**src/rtl/lsu_ctrl.sv**
```systemverilog
// lsu_ctrl: load/store sequencer between decode and a single-port request/grant data memory.
// Define LSU_MISALIGNED_EN to split word-crossing accesses into two word accesses; otherwise they error.
module lsu_ctrl #(
  parameter int ADDR_W = 32,
  parameter int XLEN   = 32
) (
  input  logic              clk,
  input  logic              rst,
  input  logic              req_valid,
  output logic              req_ready,
  input  logic [3:0]        req_sel,
  input  logic [ADDR_W-1:0] req_addr,
  input  logic [XLEN-1:0]   req_wdata,
  output logic              resp_valid,
  output logic [XLEN-1:0]   resp_rdata,
  output logic              resp_err,
  output logic              stall,
  output logic              mem_req,
  output logic              mem_we,
  output logic [ADDR_W-1:0] mem_addr,
  output logic [3:0]        mem_be,
  output logic [XLEN-1:0]   mem_wdata,
  input  logic              mem_gnt,
  input  logic              mem_rvalid,
  input  logic [XLEN-1:0]   mem_rdata
);

  typedef enum logic [2:0] {
    S_IDLE, S_REQ, S_WAIT,
`ifdef LSU_MISALIGNED_EN
    S_REQ2, S_WAIT2,
`endif
    S_RESP
  } state_t;

  state_t            state_q;
  logic [3:0]        sel_q;
  logic [1:0]        off_q;
  logic              resp_valid_q, resp_err_q, mem_req_q, mem_we_q;
  logic [XLEN-1:0]   resp_rdata_q, mem_wdata_q;
  logic [ADDR_W-1:0] mem_addr_q;
  logic [3:0]        mem_be_q;

  logic              legal_d, bad_d;
  logic [7:0]        base_be_d, be_d;
  logic [XLEN-1:0]   wd_lo_d, shifted_d, rdata_d;
  logic [4:0]        sh_q;

  assign req_ready  = (state_q == S_IDLE);
  assign stall      = (state_q != S_IDLE) || req_valid;
  assign resp_valid = resp_valid_q;
  assign resp_rdata = resp_rdata_q;
  assign resp_err   = resp_err_q;
  assign mem_req    = mem_req_q;
  assign mem_we     = mem_we_q;
  assign mem_addr   = mem_addr_q;
  assign mem_be     = mem_be_q;
  assign mem_wdata  = mem_wdata_q;
  assign sh_q       = {off_q, 3'b000};

  // funct3[1:0] is the access size; loads also allow the unsigned byte/half forms.
  always_comb begin
    legal_d = (req_sel[2:1] != 2'b11) &&
              (req_sel[0] ? !(req_sel[3] && req_sel[2]) : !req_sel[3]);
    case (req_sel[2:1])
      2'b00:   base_be_d = 8'h01;
      2'b01:   base_be_d = 8'h03;
      default: base_be_d = 8'h0F;
    endcase
    be_d = base_be_d << req_addr[1:0];
  end

`ifdef LSU_MISALIGNED_EN
  logic              split_q;
  logic [3:0]        be_hi_q;
  logic [XLEN-1:0]   wd_hi_q, word1_q;
  logic [2*XLEN-1:0] wd64_d;
  assign wd64_d  = {{XLEN{1'b0}}, req_wdata} << {req_addr[1:0], 3'b000};
  assign wd_lo_d = wd64_d[XLEN-1:0];
  assign bad_d   = !legal_d;
`else
  assign wd_lo_d = req_wdata << {req_addr[1:0], 3'b000};
  assign bad_d   = !legal_d || (|be_d[7:4]);
`endif

  function automatic logic [XLEN-1:0] extend(input logic [XLEN-1:0] w, input logic [2:0] f3);
    case (f3)
      3'b000:  extend = {{24{w[7]}}, w[7:0]};
      3'b001:  extend = {{16{w[15]}}, w[15:0]};
      3'b100:  extend = {24'b0, w[7:0]};
      3'b101:  extend = {16'b0, w[15:0]};
      default: extend = w;
    endcase
  endfunction

  always_comb begin
    shifted_d = mem_rdata >> sh_q;
`ifdef LSU_MISALIGNED_EN
    // low word of {second, first} >> sh; a split always has a nonzero offset
    if (state_q == S_WAIT2)
      shifted_d = (word1_q >> sh_q) | (mem_rdata << (6'd32 - {1'b0, sh_q}));
`endif
    rdata_d = extend(shifted_d, sel_q[3:1]);
  end

  always_ff @(posedge clk or posedge rst) begin
    if (rst) begin
      state_q      <= S_IDLE;
      sel_q        <= '0;
      off_q        <= '0;
      resp_valid_q <= 1'b0;
      resp_err_q   <= 1'b0;
      resp_rdata_q <= '0;
      mem_req_q    <= 1'b0;
      mem_we_q     <= 1'b0;
      mem_addr_q   <= '0;
      mem_be_q     <= '0;
      mem_wdata_q  <= '0;
`ifdef LSU_MISALIGNED_EN
      split_q      <= 1'b0;
      be_hi_q      <= '0;
      wd_hi_q      <= '0;
      word1_q      <= '0;
`endif
    end else begin
      resp_valid_q <= 1'b0;
      resp_err_q   <= 1'b0;
      resp_rdata_q <= '0;
      case (state_q)
        S_IDLE: if (req_valid) begin
          sel_q <= req_sel;
          off_q <= req_addr[1:0];
          if (bad_d) begin
            state_q      <= S_RESP;
            resp_valid_q <= 1'b1;
            resp_err_q   <= 1'b1;
          end else begin
            state_q     <= S_REQ;
            mem_req_q   <= 1'b1;
            mem_we_q    <= !req_sel[0];
            mem_addr_q  <= {req_addr[ADDR_W-1:2], 2'b00};
            mem_be_q    <= be_d[3:0];
            mem_wdata_q <= wd_lo_d;
`ifdef LSU_MISALIGNED_EN
            split_q     <= |be_d[7:4];
            be_hi_q     <= be_d[7:4];
            wd_hi_q     <= wd64_d[2*XLEN-1:XLEN];
`endif
          end
        end
        S_REQ: if (mem_gnt) begin
          mem_req_q <= 1'b0;
          if (sel_q[0]) begin
            state_q <= S_WAIT;
          end else
`ifdef LSU_MISALIGNED_EN
          if (split_q) begin
            state_q     <= S_REQ2;
            mem_req_q   <= 1'b1;
            mem_addr_q  <= mem_addr_q + ADDR_W'(4);
            mem_be_q    <= be_hi_q;
            mem_wdata_q <= wd_hi_q;
          end else
`endif
          begin
            state_q      <= S_RESP;
            resp_valid_q <= 1'b1;
          end
        end
        S_WAIT: if (mem_rvalid) begin
`ifdef LSU_MISALIGNED_EN
          if (split_q) begin
            word1_q    <= mem_rdata;
            state_q    <= S_REQ2;
            mem_req_q  <= 1'b1;
            mem_addr_q <= mem_addr_q + ADDR_W'(4);
            mem_be_q   <= be_hi_q;
          end else
`endif
          begin
            state_q      <= S_RESP;
            resp_valid_q <= 1'b1;
            resp_rdata_q <= rdata_d;
          end
        end
`ifdef LSU_MISALIGNED_EN
        S_REQ2: if (mem_gnt) begin
          mem_req_q <= 1'b0;
          if (sel_q[0]) begin
            state_q <= S_WAIT2;
          end else begin
            state_q      <= S_RESP;
            resp_valid_q <= 1'b1;
          end
        end
        S_WAIT2: if (mem_rvalid) begin
          state_q      <= S_RESP;
          resp_valid_q <= 1'b1;
          resp_rdata_q <= rdata_d;
        end
`endif
        S_RESP:  state_q <= S_IDLE;
        default: state_q <= S_IDLE;
      endcase
    end
  end

endmodule

```
**config.mk**
```make
export PLATFORM = sky130hd
export DESIGN_NAME = lsu_ctrl
export DESIGN_NICKNAME = d
export VERILOG_FILES = /design/src/rtl/lsu_ctrl.sv
export SDC_FILE = /design/constraint.sdc
export NUM_CORES = 1
export LEC_CHECK = 0
export CAP_MARGIN = 25
export CORE_MARGIN = 3
export CORE_UTILIZATION = 43
export CTS_CLUSTER_DIAMETER = 30
export DETAILED_ROUTE_END_ITERATION = 7
export PLACE_DENSITY = 0.89
export SKIP_LAST_GASP = 1
export SLEW_MARGIN = 5
export SYNTH_ARGS = -nofsm -noshare
export SYNTH_HDL_FRONTEND = slang
export SYNTH_SLANG_ARGS = --single-unit
```
**constraint.sdc**
```tcl
create_clock -name clk -period 4.2 [get_ports clk]
set_input_delay 0.84 -clock clk [delete_from_list [all_inputs] [get_ports clk]]
set_output_delay 0.84 -clock clk [all_outputs]
set_load 0.01 [all_outputs]
```
======== Word-level counts from Yosys, hierarchy flattened ========
Index checks and enable logic that the tools add are counted.
storage, ports and cells
  bits in registers ....................... 111
  input port bits ......................... 105
  output and inout port bits .............. 106
cells by class
  equal/unequal tests ..................... 11
  shift operators ......................... 3
  multiplexer cells ....................... 22
  bitwise operators ....................... 1
  reductions and logical operators ........ 18
operator list
  cell                                                  number
  case mux 32 bit (4 select lines)                      1
  two-way mux 32 bit                                    2
  << shifter 32 x 5 -> 32 bit                           1
  right shift 32 x 5 -> 32 bit                          1
  two-way mux 1 bit                                     11
  inequality test 2 bit (second input constant)         5
  two-way mux 3 bit                                     3
  case mux 3 bit (3 select lines)                       1
  case mux 4 bit (2 select lines)                       1
  << shifter 8 x 2 -> 8 bit                             1
  equality test 3 x 1 -> 1 bit (second input constant)  2
  equality test 3 bit (second input constant)           2
  zero test 3 bit                                       2
  AND reduction 3 bit                                   2
  zero test 1 bit                                       4
  AND reduction 4 bit                                   1
  OR reduction 4 bit                                    1
  equality test 3 x 2 -> 1 bit (second input constant)  1
  case mux 1 bit (3 select lines)                       1
  nonzero test 3 bit                                    1
  equality test 2 x 1 -> 1 bit (second input constant)  1
  logical AND 1 bit                                     2
  zero test 2 bit                                       1
  logical OR 1 bit                                      2
  other kinds (5)                                       5

======== Longest topological paths before layout ========
Gate-level depths: netlist of run 1.
  word-level depth ........................ 9
  gate-level depth with buffers ........... 7

======== Worst setup path after synthesis of run 1 ========
Ideal clock, no wire load.
  kind .................................... input to register
  from .................................... input port req_addr[0]
  to ...................................... register mem_addr_q[17] (netlist: mem_addr[17])
  arrival time ............................ 2.021 ns
  path slack .............................. 2.054 ns
  cell stages on the path ................. 6
  buffers on the path ..................... 2
  cell sequence ........................... a21o_1 > a221oi_2 > nand3_1 > buf_4 > buf_6 > mux2_4
on the way
  longest elaborated chain between the ends .. 5
ends and longest elaborated chain
  element                        line  source
  start, declared                12    input logic [ADDR_W-1:0] req_addr,
  << shifter 8 x 2 -> 8 bit      70    be_d = base_be_d << req_addr[1:0];
  OR reduction 4 bit             83    assign bad_d = !legal_d || (|be_d[7:4]);
  logical OR 1 bit               83
  inverter 1 bit (no line)       --
  AND reduction 3 bit (no line)  --
  end signal, assigned           141   mem_addr_q <= {req_addr[ADDR_W-1:2], 2'b00};
  end, declared                  41    logic [ADDR_W-1:0] mem_addr_q;
Every way passes these cells.
A chain may end at the register's enable or synchronous reset.

======== Final worst setup path of run 1 ========
  from .................................... input port req_sel[2]
  to ...................................... register mem_wdata_q[8] (netlist: mem_wdata[8])
on the way
  longest elaborated chain between the ends .. 8
ends and longest elaborated chain
  element                                                                            line  source
  start, declared                                                                    11    input logic [3:0] req_sel,
  parallel branches: the longest is 5 deep, another holds << shifter 8 x 2 -> 8 bit  --
  logical OR 1 bit *                                                                 83
  inverter 1 bit (no line) *                                                         --
  AND reduction 3 bit (no line) *                                                    --
  end signal, assigned                                                               143   mem_wdata_q <= wd_lo_d;
  end, declared                                                                      40    logic [XLEN-1:0] resp_rdata_q, mem_wdata_q;
Mark *: on every way between the ends.

==> qor.yml, run 1 <==
placed_design:
  io_buffers: 208
  placed_area_sq_um: 7340
  routabilityCongestion: 0.855
  dp_hpwl_mm: 11.0
sta:
  hold_viol: 0
  min_period_ns: 3.03
  holdWs_ns: 0.507
  setup_viol: 0
  rsz0062_at_grt: "no"
  slew_viol_final: 0
  fin_skew_ns: 0.00897
  fin_crit_sh: 0.720
  relSlewSlack: 0.382
  max_freq_mhz: 331
  worstMarginPinSlew_ns: 0.927
  tns_ns: 0
setup_path:
  required_ns: 4.42
  cpPeakStageDelay_ns: 0.55
  path_class: "input port to flop"
  crit_chain: "clkdlybuf4s50_1 > a21o_1 > a221oi_2 > nand3_4 > buf_4 > o31ai_1"
  worst-path-max-fanout: 44
  slowest_stage: "clkdlybuf4s50_1"
  arrival_ns: 3.25
  startpoint_type: "input port"
  cp_num_buf_inv: 2
  endpoint_kind: "flop"
  critPathTopFamily: "compound AO/OA/AOI/OAI gates"
synthesis:
  synth-edff-count: 0
  ys_seq_elements: 110
  synth_area_sq_um: 5180
  syn_area_per_cell_sq_um: 11.7
  synth_warnings: 0
  synth_top_area_frac: 0.531
  yosysTopAreaCell: "dfrtp_1"
  synth-seq-area-share: 0.531
  synthCells: 443
  synthTopCellsByCount: "110 x dfrtp_1, 44 x o21ai_0, 37 x nand2_1"
  ys_async_sr_fraction: 1.00
  synthFlopType: "dfrtp_1"
  synth_most_common_cell: "dfrtp_1"
  netlist_top_cells_area: "dfrtp_1 53%, mux2_2 7.4%, mux2i_1 6.4%, mux2_4 6.1%, a211oi_1 4.3%"
  synth_cell_types: 39
grt:
  grt_antenna_before_repair: 1
  overflow: 0
  grt_pass1_vias: 4556
  grt_max_degree: 76
  grt_use_total: 0.227
  grt_pass1_wl_mm: 23.7
floorplanning:
  start_util: 0.446
  die_area_sq_um: 13400
  die_h_um: 116
  chipWidth_um: 116
  rows: 39
  io_pins: 211
  core_area_sq_um: 11600
detailed_routing:
  firstDrtPassIters: 4
  totalWireLength_mm: 15.0
  dr_total_vias: 4264
  antenna_left: 0
  viasPerCell: 5.42
  drt_iter0_drc: 256
  drcViolationCount: 0
  wl_per_cell_um: 19.1
run_status:
  status: "finished clean"
clocking:
  cts-root-buf: "clkbuf_16"
  cts_resized: 0
  clk_latency_ns: 0.35
  cts_hold_buf: 0
  cts_buffers: 9
  h-tree-depth: 3
  clock_sinks: 110
  cts.clk_slew.worst_paths_ns: 0.07
  cts.path.max_buffers: 2
  cts_setup_buffers: 0
  cts_tree: "yes"
power:
  vdd_drop_max_mv: 0.443
  leakage_nw: 3.41
  finalPower_mw: 4.96
  power.density_nw_per_um2: 639
finish:
  fill_cells: 854
  final_cell_area_sq_um: 7760
  fin_nets: 748
  synthToLayoutAreaGrowth_pct: 49.7
  post-route-util: 0.668
  diodes: 0
  drive_gt1_frac: 0.135
min_path:
  holdCritPathClass: "flop to flop"
run:
  cap_violations: 0
[cell families after synthesis]
logic type,count (synthesis),share of synthesized area
AOI/OAI and AO/OA,111,0.138
adders and majority gates,4,0.00966
buffers and inverters,40,0.0374
DFF,110,0.531
muxes,89,0.203
other,1,0.000724
and+or+nand+nor,88,0.0797
[cell usage in the layout, fill, tap and decap left out, drive strengths merged, types with 2 or more instances in the layout]
master / count
ha: 4
a21oi: 13
conb: 2
clkdlybuf4s50: 207
nor2b: 20
clkbuf: 11
nand2: 37
nor3: 3
o31ai: 10
mux2i: 33
nor2: 20
nand3: 2
o21ai: 46
o21a: 2
a211oi: 30
mux2: 55
dfrtp: 110
bufinv: 4
buf: 10
nand2b: 3
inv: 7
[power by group]
part / internal (mW) / leakage, nW / switching [mW] / total [mW]
sequential: 1.47 / 1.41 / 0.318 / 1.79
combinational: 1.24 / 1.81 / 0.867 / 2.11
clock: 0.677 / 0.186 / 0.385 / 1.06
total: 3.39 / 3.41 / 1.57 / 4.96
[path summary, 6_finish.rpt]
check,start,endpoint,slack [ns],cells past startpoint
min in group asynchronous,rst,state_q[1],0.74,2
worst min register to register,mem_addr[14],mem_addr[14],0.51,1
max in group asynchronous,rst,resp_rdata[19],2.61,4
worst min-delay path,mem_addr[14],mem_addr[14],0.51,1
worst max register to register,off_q[1],resp_rdata[14],1.78,4
worst max-delay path,req_sel[2],mem_wdata[8],1.17,6
[state kept, by name (all words and copies together) (netlist names)]
name	count
mem_addr	30
mem_be	4
mem_req	1
mem_wdata	32
mem_we	1
off_q	2
resp_err	1
resp_rdata	32
resp_valid	1
sel_q	4
state_q	2
[metal layers]
metal	global-route usage	wire, um
met1	0.284	6060
met2	0.375	7410
met3	0.0580	1140
met4	0.0967	372
met5	0	14
[metrics by stage]
| step | setup WS [ns] | instances |
|---|---|---|
| after CTS | 1.21 | 785 |
| after detailed placement | 0.853 | 769 |
| final | 1.17 | 787 |
| after global routing | 1.09 | 787 |
| after floorplan | 0.458 | 444 |
| after global placement | 0.960 | 769 |
[final cells by class]
cell class / instances / area (sq um) / area share
timing repair buffer: 217 / 2160 / 0.279
sequential: 110 / 2750 / 0.355
multi-input combinational: 294 / 2250 / 0.290
clock buffer: 11 / 253 / 0.0326
clock inverter: 5 / 129 / 0.0166
tap: 143 / 179 / 0.0231
inverter: 7 / 28.8 / 0.00371
[worst reg2reg max path: stages (launching register included)]
cell and delay, ns:
dfrtp_1 0.95, mux4_2 0.64, nor2b_1 0.19, o311ai_4 0.39, nor2_1 0.12
Power figures use the tool's default switching activity.
==> run 2, diff against run 1 <==
==> constraint.sdc (replaced) <==
create_clock -name clk -period 3 [get_ports clk]
set_input_delay 0.6 -clock clk [delete_from_list [all_inputs] [get_ports clk]]
set_output_delay 0.6 -clock clk [all_outputs]
set_load 0.01 [all_outputs]
==> run 2 against run 1 <==
  * Sequential power up 36%
  * Critical path depth down 3
  * Cell count up 0.51%
  * Wire length down 0.50%
  * Worst setup slack worse by 0.70 ns
  * Final area down 0.76%
  * Global-route usage down 0.34 points
  * Die area unchanged
  * Critical endpoint is now stall
  * Largest cell class unchanged
  * Highest routed layer is now met4
==> qor.yml, run 2 (synthesis gave the netlist of run 1 again) <==
grt:
  grt_use_total: 0.223  # was 0.227
  grt_pass1_wl_mm: 23.4  # was 23.7 mm
  grt_pass1_vias: 4516  # was 4556
  grt_max_degree: 49  # was 76
  overflow: 0  # unchanged
  grt_antenna_before_repair: 0  # was 1
detailed_routing:
  drt_iter0_drc: 185  # was 256
  dr_total_vias: 4288  # was 4264
  drcViolationCount: 0  # unchanged
  firstDrtPassIters: 5  # was 4
  viasPerCell: 5.42  # about the same
  antenna_left: 0  # unchanged
  totalWireLength_mm: 14.9  # was 15.0 mm
  wl_per_cell_um: 18.9  # was 19.1 um
clocking:
  cts.path.max_buffers: 2  # unchanged
  clock_sinks: 110  # unchanged
  clk_latency_ns: 0.34  # was 0.35 ns
  cts_setup_buffers: 0  # unchanged
  h-tree-depth: 3  # unchanged
  cts_hold_buf: 0  # unchanged
  cts.clk_slew.worst_paths_ns: 0.08  # was 0.07 ns
  cts_resized: 0  # unchanged
  cts-root-buf: "clkbuf_16"  # unchanged
  cts_tree: "yes"  # unchanged
  cts_buffers: 9  # unchanged
sta:
  setup_ws_ns: 0.476  # was 1.17 ns
  slew_viol_final: 0  # unchanged
  rsz0062_at_grt: "no"  # unchanged
  hold_viol: 0  # unchanged
  tns_ns: 0  # unchanged
  fin_crit_sh: 0.841
  min_period_ns: 2.52
  relSlewSlack: 0.534  # was 0.382
  setup_viol: 0  # unchanged
  worstMarginPinSlew_ns: 0.697  # was 0.927 ns
  max_freq_mhz: 396
  fin_skew_ns: 0.00818  # was 0.00897 ns
run_status:
  status: "finished clean"  # unchanged
floorplanning:
  rows: 39  # unchanged
  die_h_um: 116  # unchanged
  io_pins: 211  # unchanged
  chipWidth_um: 116  # unchanged
  die_area_sq_um: 13400  # unchanged
  core_area_sq_um: 11600  # unchanged
  start_util: 0.446  # unchanged
placed_design:
  place_ws_ns: 0.356  # was 0.853 ns
  dp_hpwl_mm: 11.3  # was 11.0 mm
  routabilityCongestion: 0.881  # was 0.855
  io_buffers: 208  # unchanged
  dp.cells: 774  # was 769
setup_path:
  required_ns: 2.40  # was 4.42 ns
  path_class: "input port to output port"  # was input port to flop
  endpoint_kind: "output port"  # was flop
  arrival_ns: 1.92  # was 3.25 ns
  worst-path-max-fanout: 5  # was 44
  startpoint_type: "input port"  # unchanged
power:
  vdd_drop_max_mv: 0.454  # was 0.443 mV
  leakage_nw: 3.37  # was 3.41 nW
  power.density_nw_per_um2: 862  # was 639 nW/um^2
finish:
  synthToLayoutAreaGrowth_pct: 48.6  # was 49.7%
  drive_gt1_frac: 0.139  # was 0.135
  mostFrequentLayoutCells: "207 x clkdlybuf4s50_1, 110 x dfrtp_1, 44 x o21ai_0"  # unchanged
  fin_nets: 752  # was 748
  finalNonFillerCells: 791  # was 787
  fill_cells: 875  # was 854
  diodes: 0  # unchanged
  final_common_cell: "clkdlybuf4s50_1"  # unchanged
run:
  cap_violations: 0  # unchanged
min_path:
  holdCritPathClass: "flop to flop"  # unchanged
[run 2: final timing paths]
kind                             startpoint        endpoint  slack [ns]  depth (start not counted)
worst max-delay path              req_valid           stall        0.48                          3
worst min-delay path            mem_addr[9]     mem_addr[9]        0.51                          1
worst max register to register   state_q[0]  resp_rdata[30]        0.97                          6
worst min register to register  mem_addr[9]     mem_addr[9]        0.51                          1
max in group asynchronous               rst   resp_rdata[8]        1.65                          3
min in group asynchronous               rst    mem_addr[23]        0.72                          2
[run 2: layout make-up]
| cell class | count | area, sq um | area share |
|---|---|---|---|
| Inverter | 7 | 30.0 | 0.00390 |
| Clock buffer | 11 | 243 | 0.0315 |
| Multi-Input combinational cell | 294 | 2250 | 0.292 |
| Clock inverter | 5 | 43.8 | 0.00569 |
| Tap cell | 143 | 179 | 0.0232 |
| Sequential cell | 110 | 2750 | 0.358 |
| Timing Repair Buffer | 221 | 2200 | 0.286 |
[run 2: worst max-delay path, cell delays in order]
cell and delay [ns]:
clkdlybuf4s50_1 0.60, nand2b_1 0.16, clkdlybuf4s50_1 0.56
[run 2: power by group]
part	switching [mW]	total [mW]	internal, mW
clock	0.555	1.15	0.596
combinational	1.29	3.05	1.76
sequential	0.377	2.43	2.06
[run 2: routing by layer]
layer	track usage	part of all wire	vias up
met2	0.392	0.52	183
met5	0	0	-
met1	0.279	0.40	2108
li1	-	-	1974
met4	0.0750	0.020	0
met3	0.0413	0.063	23
[run 2: through the flow]
step | hold WS, ns | instance area [sq um] | power (mW) | utilization
after floorplan | 0.484 | 5190 | 3.89 | -
after global placement | 0.490 | 7400 | 5.38 | 0.637
after detailed placement | 0.492 | 7400 | 5.51 | 0.637
after CTS | 0.510 | 7690 | 6.67 | 0.662
after global routing | 0.527 | 7700 | 7.00 | 0.663
final | 0.507 | 7700 | 6.63 | 0.663
==> run 3, diff against run 2 <==
==> constraint.sdc (replaced) <==
create_clock -name clk -period 2.5 [get_ports clk]
set_input_delay 0.5 -clock clk [delete_from_list [all_inputs] [get_ports clk]]
set_output_delay 0.5 -clock clk [all_outputs]
set_load 0.01 [all_outputs]
==> run 3 against run 2 <==
  * Combinational power grew 21%
  * Sequential power grew 19%
  * Critical path depth grew 1
  * Worst setup slack lost 0.34 ns
  * Via count shrank 0.65%
  * Hold slack gained 0.00079 ns
  * Total power grew 22%
  * Clock power grew 30%
  * Final area grew 1.2%
  * Critical path type is now flop to output port
  * Largest cell class unchanged
  * Largest power group unchanged
==> qor.yml, run 3 (synthesis gave the netlist of run 1 again) <==
clocking:
  clock_sinks: 110  # unchanged
  cts-root-buf: "clkbuf_16"  # unchanged
  clk_latency_ns: 0.34  # about the same
  cts_setup_buffers: 0  # unchanged
  h-tree-depth: 3  # unchanged
  cts_resized: 0  # unchanged
  cts_hold_buf: 0  # unchanged
  cts.path.max_buffers: 2  # unchanged
  cts_buffers: 9  # unchanged
  cts_tree: "yes"  # unchanged
  cts.clk_slew.worst_paths_ns: 0.07  # was 0.08 ns
run:
  cap_violations: 0  # unchanged
sta:
  worstMarginPinSlew_ns: 0.745  # was 0.697 ns
  fin_crit_sh: 0.946
  fin_skew_ns: 0.00893  # was 0.00818 ns
  min_period_ns: 2.36
  hold_viol: 0  # unchanged
  relSlewSlack: 0.502  # was 0.534
  max_freq_mhz: 423
  setup_viol: 0  # unchanged
  rsz0062_at_grt: "no"  # unchanged
  tns_ns: 0  # unchanged
  slew_viol_final: 0  # unchanged
min_path:
  holdPathEnd: "mem_wdata[3]"  # was mem_addr[9]
  hold_path_startpoint: "mem_wdata[3]"  # was mem_addr[9]
  whs_path_depth: 2  # was 1
  holdCritPathClass: "flop to flop"  # unchanged
setup_path:
  worstReg2RegStart: "state_q[1]"  # was state_q[0]
  startpoint_type: "flop"  # was input port
  endpoint_kind: "output port"  # unchanged
  worst-path-max-fanout: 8  # was 5
  r2r_cells: 6  # unchanged
  rr_endpoint: "mem_we"  # was resp_rdata[30]
  r2r_setup_slack_ns: 0.53  # was 0.97 ns
  required_ns: 2.00  # was 2.40 ns
  path_class: "flop to output port"  # was input port to output port
  arrival_ns: 1.86  # was 1.92 ns
finish:
  final_common_cell: "clkdlybuf4s50_1"  # unchanged
  drive_gt1_frac: 0.148  # was 0.139
  post-route-util: 0.670  # was 0.663
  fin_nets: 758  # was 752
  mostFrequentLayoutCells: "207 x clkdlybuf4s50_1, 110 x dfrtp_1, 44 x o21ai_0"  # unchanged
  finalNonFillerCells: 797  # was 791
  synthToLayoutAreaGrowth_pct: 50.3  # was 48.6%
  fill_cells: 891  # was 875
  diodes: 0  # unchanged
  final_cell_area_sq_um: 7790  # was 7700 sq um
grt:
  grt_use_total: 0.223  # about the same
  grt_max_degree: 49  # unchanged
  overflow: 0  # unchanged
  grt_antenna_before_repair: 0  # unchanged
  grt_pass1_wl_mm: 23.4  # about the same
  grt_pass1_vias: 4467  # was 4516
run_status:
  status: "finished clean"  # unchanged
floorplanning:
  rows: 39  # unchanged
  die_h_um: 116  # unchanged
  io_pins: 211  # unchanged
  core_area_sq_um: 11600  # unchanged
  die_area_sq_um: 13400  # unchanged
  start_util: 0.446  # unchanged
  chipWidth_um: 116  # unchanged
detailed_routing:
  firstDrtPassIters: 4  # was 5
  wl_per_cell_um: 18.4  # was 18.9 um
  viasPerCell: 5.35  # was 5.42
  totalWireLength_mm: 14.6  # was 14.9 mm
  antenna_left: 0  # unchanged
  drcViolationCount: 0  # unchanged
  dr_total_vias: 4260  # was 4288
  drt_iter0_drc: 200  # was 185
placed_design:
  routabilityCongestion: 0.934  # was 0.881
  placed_area_sq_um: 7470  # was 7400 sq um
  io_buffers: 208  # unchanged
  dp.cells: 781  # was 774
  dp_hpwl_mm: 11.3  # about the same
power:
  power.density_nw_per_um2: 1040  # was 862 nW/um^2
  leakage_nw: 3.43  # was 3.37 nW
  vdd_drop_max_mv: 0.549  # was 0.454 mV
==> run 3: area by class of cell <==
cell class,instances,area [sq um],share of cell area
clock buffer,11,253,0.0325
sequential,110,2750,0.354
inverter,7,30.0,0.00386
multi-input combinational,294,2250,0.289
timing repair buffer,227,2260,0.290
clock inverter,5,65.1,0.00836
tap,143,179,0.0230
==> run 3: power breakdown <==
group	leakage, nW	total [mW]	switching, mW	internal (mW)
clock	0.156	1.49	0.648	0.841
sequential	1.41	2.90	0.429	2.47
combinational	1.86	3.69	1.57	2.12
==> run 3: how the worst max path moves through the flow <==
stage           startpoint           end  slack, ns  cells after the start
4_1_cts         state_q[0]         stall       0.13                      4
2_1_floorplan          rst  mem_addr[10]       0.67                      1
3_3_place_gp   req_addr[1]  mem_addr[21]       0.16                      6
5_1_grt         state_q[0]         stall      0.007                      4
3_5_place_dp   req_addr[1]  mem_addr[26]       0.11                      6
6_report        state_q[1]         stall       0.14                      4
==> run 3: per-stage QoR <==
stage	total power, mW	hold WS [ns]	setup slack, ns
after floorplan	4.67	0.484	0.671
after global placement	6.47	0.490	0.158
after detailed placement	6.62	0.496	0.108
after CTS	8.14	0.515	0.129
after global routing	8.54	0.527	0.00718
final	8.07	0.508	0.136
==> run 3: layer usage <==
layer  up-vias  routed length, um  part of all wire  global-route usage
li1       1992                  -                 -                   -
met1      2104               6010              0.41               0.292
met2       148               7610              0.52               0.378
met3        16                818             0.056              0.0413
met4         0                213             0.015              0.0719
met5         -                  0                 0                   0
==> run 3: worst max-delay path: stages (launching register included) <==
cell	delay, ns
dfrtp_1	0.42
inv_1	0.10
ha_1	0.37
nand2b_1	0.12
clkdlybuf4s50_1	0.52
